<file path="config.mk">
export PLATFORM = sky130hd
export DESIGN_NAME = mem_responder
export DESIGN_NICKNAME = d
export VERILOG_FILES = /design/src/rtl/cpu_pkg.sv /design/src/rtl/mem_array.sv /design/src/rtl/mem_responder.sv
export SDC_FILE = /design/constraint.sdc
export NUM_CORES = 1
export LEC_CHECK = 0
export ABC_AREA = 1
export CORE_MARGIN = 2
export CORE_UTILIZATION = 41
export CTS_CLUSTER_DIAMETER = 100
export DETAILED_ROUTE_END_ITERATION = 10
export PLACE_DENSITY = 0.68
export RECOVER_POWER = 25
export SYNTH_ARGS = -nofsm -noshare
export SYNTH_HDL_FRONTEND = slang
export SYNTH_SLANG_ARGS = --single-unit
</file>
<file path="constraint.sdc">
create_clock -name clk -period 8.05 [get_ports clk]
set_input_delay 1.61 -clock clk [delete_from_list [all_inputs] [get_ports clk]]
set_output_delay 1.61 -clock clk [all_outputs]
set_load 0.02 [all_outputs]
</file>
<file path="src/rtl/cpu_pkg.sv">
// Shared CPU types: bus phase encoding and
// the memory responder's FSM states.
package cpu_pkg;

  typedef enum logic [1:0] {
    PH_FETCH   = 2'd0,
    PH_DECODE  = 2'd1,
    PH_EXECUTE = 2'd2,
    PH_STORE   = 2'd3
  } phase_e;

  typedef enum logic [1:0] {
    ST_IDLE    = 2'd0,
    ST_BUSY    = 2'd1,
    ST_RESP    = 2'd2,
    ST_RELEASE = 2'd3
  } rsp_state_e;

endpackage

</file>
<file path="src/rtl/mem_array.sv">
// DEPTH x DW register array: synchronous write,
// combinational read, asynchronous clear.
module mem_array #(
  parameter int DW    = 8,
  parameter int DEPTH = 16,
  parameter int IW    = 4
) (
  input  logic          clk,
  input  logic          reset,
  input  logic          i_we,
  input  logic [IW-1:0] i_waddr,
  input  logic [DW-1:0] i_wdata,
  input  logic [IW-1:0] i_raddr,
  output logic [DW-1:0] o_rdata
);

  logic [DW-1:0] r_mem [DEPTH];

  // storage: clear on reset, write on enable
  always_ff @(posedge clk or posedge reset) begin
    if (reset) begin
      for (int i = 0; i < DEPTH; i++)
        r_mem[i] <= '0;
    end else if (i_we) begin
      r_mem[i_waddr] <= i_wdata;
    end
  end

  assign o_rdata = r_mem[i_raddr];

endmodule

</file>
<file path="src/rtl/mem_responder.sv">
// Memory-side responder: four-phase req/ack with a
// programmable wait, range and protocol error flag.
module mem_responder
  import cpu_pkg::*;
#(
  parameter int DW          = 8,
  parameter int AW          = 8,
  parameter int DEPTH       = 16,
  parameter int WAIT_CYCLES = 2
) (
  input  logic          clk,
  input  logic          reset,
  input  logic [1:0]    phase,
  input  logic          req,
  input  logic          we,
  input  logic [AW-1:0] addr,
  input  logic [DW-1:0] wdata,
  output logic          ack,
  output logic [DW-1:0] rdata,
  output logic          busy,
  output logic          err
);

  localparam int IW = (DEPTH > 1) ? $clog2(DEPTH) : 1;
  localparam int CW =
    (WAIT_CYCLES > 0) ? $clog2(WAIT_CYCLES + 1) : 1;
  localparam logic [CW-1:0] CNT_LOAD =
    (WAIT_CYCLES > 0) ? CW'(WAIT_CYCLES - 1) : '0;
  localparam logic [AW:0] DEPTH_L = (AW + 1)'(DEPTH);

  rsp_state_e    r_state;
  rsp_state_e    w_next;
  logic [CW-1:0] r_cnt;
  logic [AW-1:0] r_addr;
  logic          r_we;
  logic [DW-1:0] r_wdata;
  logic          r_ack;
  logic [DW-1:0] r_rdata;
  logic          r_err;

  logic          w_start;
  logic          w_commit;
  logic [AW-1:0] w_addr;
  logic          w_we;
  logic [DW-1:0] w_wdata;
  logic          w_inrange;
  logic          w_mem_we;
  logic [DW-1:0] w_mem_rd;
  logic          w_bad_phase;
  logic          w_err_set;

  // with no wait the access commits straight from
  // IDLE, before the latch is loaded, so use inputs
  assign w_start  = (r_state == ST_IDLE) && req;
  assign w_commit = (WAIT_CYCLES == 0) ? w_start
                  : (r_state == ST_BUSY) &&
                    (r_cnt == '0);
  assign w_addr   = (WAIT_CYCLES == 0) ? addr  : r_addr;
  assign w_we     = (WAIT_CYCLES == 0) ? we    : r_we;
  assign w_wdata  = (WAIT_CYCLES == 0) ? wdata : r_wdata;

  assign w_inrange = {1'b0, w_addr} < DEPTH_L;
  assign w_mem_we  = w_commit && w_we && w_inrange;

  assign w_bad_phase = (phase == PH_DECODE) ||
                       (phase == PH_EXECUTE);
  assign w_err_set =
    (w_start && w_bad_phase) ||
    ((r_state == ST_BUSY) && !req) ||
    (w_commit && !w_inrange);

  mem_array #(
    .DW    (DW),
    .DEPTH (DEPTH),
    .IW    (IW)
  ) u_mem (
    .clk     (clk),
    .reset   (reset),
    .i_we    (w_mem_we),
    .i_waddr (w_addr[IW-1:0]),
    .i_wdata (w_wdata),
    .i_raddr (w_addr[IW-1:0]),
    .o_rdata (w_mem_rd)
  );

  // state register
  always_ff @(posedge clk or posedge reset) begin
    if (reset) r_state <= ST_IDLE;
    else       r_state <= w_next;
  end

  // next-state logic
  always_comb begin
    w_next = r_state;
    case (r_state)
      ST_IDLE:
        if (req)
          w_next = (WAIT_CYCLES == 0) ? ST_RESP
                                      : ST_BUSY;
      ST_BUSY:
        if (r_cnt == '0) w_next = ST_RESP;
      ST_RESP:
        w_next = ST_RELEASE;
      ST_RELEASE:
        if (!req) w_next = ST_IDLE;
      default:
        w_next = ST_IDLE;
    endcase
  end

  // request latch, wait counter, response and error
  always_ff @(posedge clk or posedge reset) begin
    if (reset) begin
      r_cnt   <= '0;
      r_addr  <= '0;
      r_we    <= 1'b0;
      r_wdata <= '0;
      r_ack   <= 1'b0;
      r_rdata <= '0;
      r_err   <= 1'b0;
    end else begin
      if (w_start) begin
        r_addr  <= addr;
        r_we    <= we;
        r_wdata <= wdata;
        r_cnt   <= CNT_LOAD;
      end else if ((r_state == ST_BUSY) &&
                   (r_cnt != '0)) begin
        r_cnt <= r_cnt - 1'b1;
      end
      if (w_commit && !w_we)
        r_rdata <= w_inrange ? w_mem_rd : '0;
      r_ack <= (r_state == ST_RESP);
      if (w_err_set) r_err <= 1'b1;
    end
  end

  assign ack   = r_ack;
  assign rdata = r_rdata;
  assign busy  = (r_state != ST_IDLE);
  assign err   = r_err;

endmodule

</file>
# Word-level counts from Yosys, hierarchy flattened
# Index checks and enable logic that the tools add are counted.
# op_classes
n_addsub	1
magnitude_cmp	3
eq_ne	8
n_mux	13
n_bitwise	1
reduce_logical	22
# ops
cell	count
bitwise mux 128 bit	1
binary-select mux 8 bit (select 4 bit)	1
demux 8 bit (select 4 bit)	1
2-to-1 mux 8 bit	4
logical AND 1 bit	10
2-to-1 mux 2 bit	5
less-than comparator 8 x 5 -> 1 bit (second input constant)	1
one-hot mux 2 bit (4 select lines)	1
equality test 2 bit (second input constant)	3
nonzero test 2 bit	3
>= comparator 5 bit (second input constant)	1
less-than comparator 5 x 1 -> 1 bit (second input constant)	1
inverter 4 -> 5 bit	1
equality test 2 x 1 -> 1 bit (second input constant)	2
logical NOT 2 bit	2
inequality test 2 bit (second input constant)	2
logical NOT 1 bit	3
logical OR 1 bit	3
AND reduction 3 bit	1
inequality test 2 x 1 -> 1 bit (second input constant)	1
subtractor 2 x 1 -> 2 bit (second input constant)	1
# word_totals
register_bits	159
elab_cells	72

# Depth between registers and ports, before layout
# depth
word_depth	6
ltp_mapped	11
depth_no_buf	9

# Cells and area by module
# Synthesis repeated with hierarchy kept, for this count alone.
# unflattened
hier_cells	1002
area_unflattened_um2	7741.2
# modules_own_cells
module	n_inst	cells_each	area_each_um2
mem_array	1	843	6353.6
mem_responder	1	159	1387.6

# Least setup slack after synthesis
# OpenSTA, ideal clock, no wires.
# synth_path
path_kind	reg-to-output
from	register r_state[0]
to	output port busy
arrival_ps	782
t_required_ps	6440
slack_ps	5658
stages_incl_launch_ff	4
n_path_buf	0
cell_sequence	dfrtp_1 inv_1 ha_1 inv_1
# synth_via
elab_chain_len	1
# synth_rtl
element	line_no	rtl
from (decl)	mem_responder.sv:31	rsp_state_e r_state;
from (signal assigned)	mem_responder.sv:89	else r_state <= w_next;
nonzero test 2 bit	mem_responder.sv:140	assign busy = (r_state != ST_IDLE);
to (decl)	mem_responder.sv:20	output logic busy,
# No other way between the ends.

==> flow_metrics.py <==
metrics = {
    "run_status": {
        "status": "finished with violations",
        "violations": "max-capacitance violations, max-slew violations",
    },
    "timing": {
        "min_period_over_period": 0.592,
        "finalHoldViolations": 0,
        "finalSetupViolCount": 0,
        "finalCriticalPeriod_ps": 4760,
        "tns_ps": 0,
        "slew_viol_final": 77,
        "tightestPinTransition_ps": 3320,
        "max_freq_mhz": 210,
        "slew_headroom": -1.22,
        "skew_ps": 6.70,
        "grt_setup_unrepaired": "false",
    },
    "clock_network": {
        "cts_buffer_depth": 2,
        "clk_latency_ps": 430,
        "cts_sinks": 159,
        "post_cts_buffers": 0,
        "clock-root-buffer": "clkbuf_16",
        "cts_made_buffers": 17,
        "cts_resized": 0,
        "cts.clk_slew.worst_paths_ps": 60,
        "cts_tree": "yes",
        "cts_hold_buffers": 0,
        "h-tree-depth": 4,
    },
    "global_routing": {
        "grt_max_degree": 85,
        "antenna_found_initial": 0,
        "grt_pass1_vias": 5561,
        "grt_overflow_total": 0,
        "grt_use_total": 0.195,
        "grt_pass1_wl_um": 29600,
    },
    "power": {
        "p_per_area_nw_per_um2": 327,
        "swShare": 0.348,
        "power_frac_comb": 0.264,
        "clkPwrFrac": 0.362,
        "internal_power_mw": 1.81,
        "p_sw_mw": 0.965,
        "ir_drop_v": 0.000190,
        "seqPwrFrac": 0.374,
        "p_leak_nw": 4.24,
    },
    "logic_synthesis": {
        "synth-xor-area-share": 0,
        "ys_ff_latch": 159,
        "muxShareOfSynthArea": 0,
        "avgSynthCellArea_um2": 7.86,
        "synth_top_area_share": 0.536,
        "synth.distinct_cells": 19,
        "synth_fa_ha_area_frac": 0.0101,
        "synth_area_leaders": "dfrtp_1, nand2_1, o21ai_0",
        "synthCells": 944,
        "synth-simple-area-share": 0.301,
        "ys_seq_area_frac": 0.536,
        "syn_area_um2": 7420,
        "synth.largest_area_cell": "dfrtp_1",
        "synth_fp_nets": 972,
        "synth_compound_area_frac": 0.107,
        "synth_top_family_by_area": "simple AND/OR/NAND/NOR gates",
        "synth-warning-count": 0,
    },
    "drt": {
        "wl_per_cell_um": 14.9,
        "vias": 5971,
        "drtIter0Drc": 544,
        "wl_um": 17700,
        "via_per_inst": 5.02,
        "drc_errors": 0,
        "firstDrtPassIters": 5,
        "antenna_left": 0,
    },
    "critical_path": {
        "required_ps": 8440,
        "end_kind": "async pin",
        "worstSetupPathType": "primary input to async pin",
        "path_max_fanout": 84,
        "crit_arrival_ps": 5160,
        "start_kind": "primary input",
    },
    "placed_design": {
        "dp_hpwl_um": 10500,
        "numPortBuffers": 32,
        "place_inst": 1158,
        "gp_congestion": 0.829,
    },
    "final_layout": {
        "area_growth_pct": 14.2,
        "final_cells": 1189,
        "n_fill_cell": 1708,
        "fin_nets": 976,
        "final_cell_mix": "nand2_1, dfrtp_1, o21ai_0, clkdlybuf4s50_1, inv_1",
        "fin_util": 0.475,
        "layout_commonest_cell": "nand2_1",
        "diodes": 0,
        "layout-drive-gt1-share": 0.0458,
    },
    "floorplanning": {
        "chipHeight_um": 139,
        "die_w_um": 139,
        "ioPinCount": 33,
        "rows": 49,
        "core_um2": 17800,
        "start_util": 0.416,
        "die_area_um2": 19200,
    },
    "run": {
        "drv_cap": 1,
    },
    "worst_hold_path": {
        "hold_path_class": "flop to flop",
    },
}
==> critical path: stages <==
cell and delay [ps]:
dlygate4sd3_1 540, clkinvlp_2 1870, buf_4 1050
==> final timing paths <==
kind                       startpoint  slack, ps  cells after the start         endpoint
min reg2reg                 r_addr[7]        480                      2        r_addr[7]
min                         r_addr[7]        480                      2        r_addr[7]
min in group asynchronous       reset       2600                      2  u_mem.r_mem[62]
max                             reset       3290                      3   u_mem.r_mem[0]
max in group clk           r_state[0]       4680                      4             busy
max reg2reg                r_state[1]       4930                      7   u_mem.r_mem[6]
==> sequential cells by signal, indices dropped and copies added, names as in the netlist <==
name,count
u_mem.r_mem,128
r_state,2
rdata,8
err,1
r_cnt,2
r_addr,8
r_wdata,8
r_we,1
ack,1
==> power by group through the flow <==
stage | Sequential, mW | Clock [mW] | Combinational [mW]
6_report | 1.04 | 1.00 | 0.732
4_1_cts | 1.04 | 1.01 | 0.762
3_5_place_dp | 1.05 | 0 | 0.759
5_1_grt | 1.06 | 1.05 | 0.826
2_1_floorplan | 1.03 | 0 | 0.541
3_3_place_gp | 1.05 | 0 | 0.751
==> kinds of logic (layout without fill, tap and decap cells) <==
group / after synthesis / count (layout)
AOI/OAI and AO/OA: 159 / 159
DFF: 159 / 159
buffers and inverters: 79 / 95
and+or+nand+nor: 541 / 541
adders and majority gates: 6 / 6
==> cell type report <==
type	count	area, um^2	area share
flip-flops and latches	159	3980	0.470
multi-input cells	706	3000	0.354
clock inverters	11	283	0.0334
repair buffers	40	377	0.0444
well taps	229	287	0.0338
inverters	24	91.3	0.0108
clock buffers	20	457	0.0539
==> per-stage QoR <==
step	worst slack (ps)	hold WS (ps)	power (mW)	cell area [um^2]
after floorplan	2150	450	1.57	7420
after global placement	4290	466	1.80	7850
after detailed placement	4290	468	1.81	7850
after CTS	4660	485	2.82	8590
after global routing	2640	501	2.94	8480
final	3290	482	2.77	8480
==> cell usage after synthesis <==
cell	count
buf_4	2
o21ai_1	9
inv_2	1
a21oi_1	3
clkbuf_1	29
inv_1	23
buf_1	3
buf_6	1
nor3_4	1
buf_2	20
nand4_4	10
nor2_1	9
dfrtp_1	159
nand2_1	514
ha_1	6
o22ai_1	1
nand3_1	1
nand4_1	6
o21ai_0	146
==> routing by layer <==
| metal | track usage | vias up | routed length [um] |
|---|---|---|---|
| li1 | - | 2987 | - |
| met1 | 0.273 | 2826 | 8400 |
| met2 | 0.309 | 135 | 8330 |
| met3 | 0.0407 | 23 | 722 |
| met4 | 0.0559 | 0 | 277 |
| met5 | 0 | - | 0 |
No activity file was read; power rests on OpenSTA's default activity.
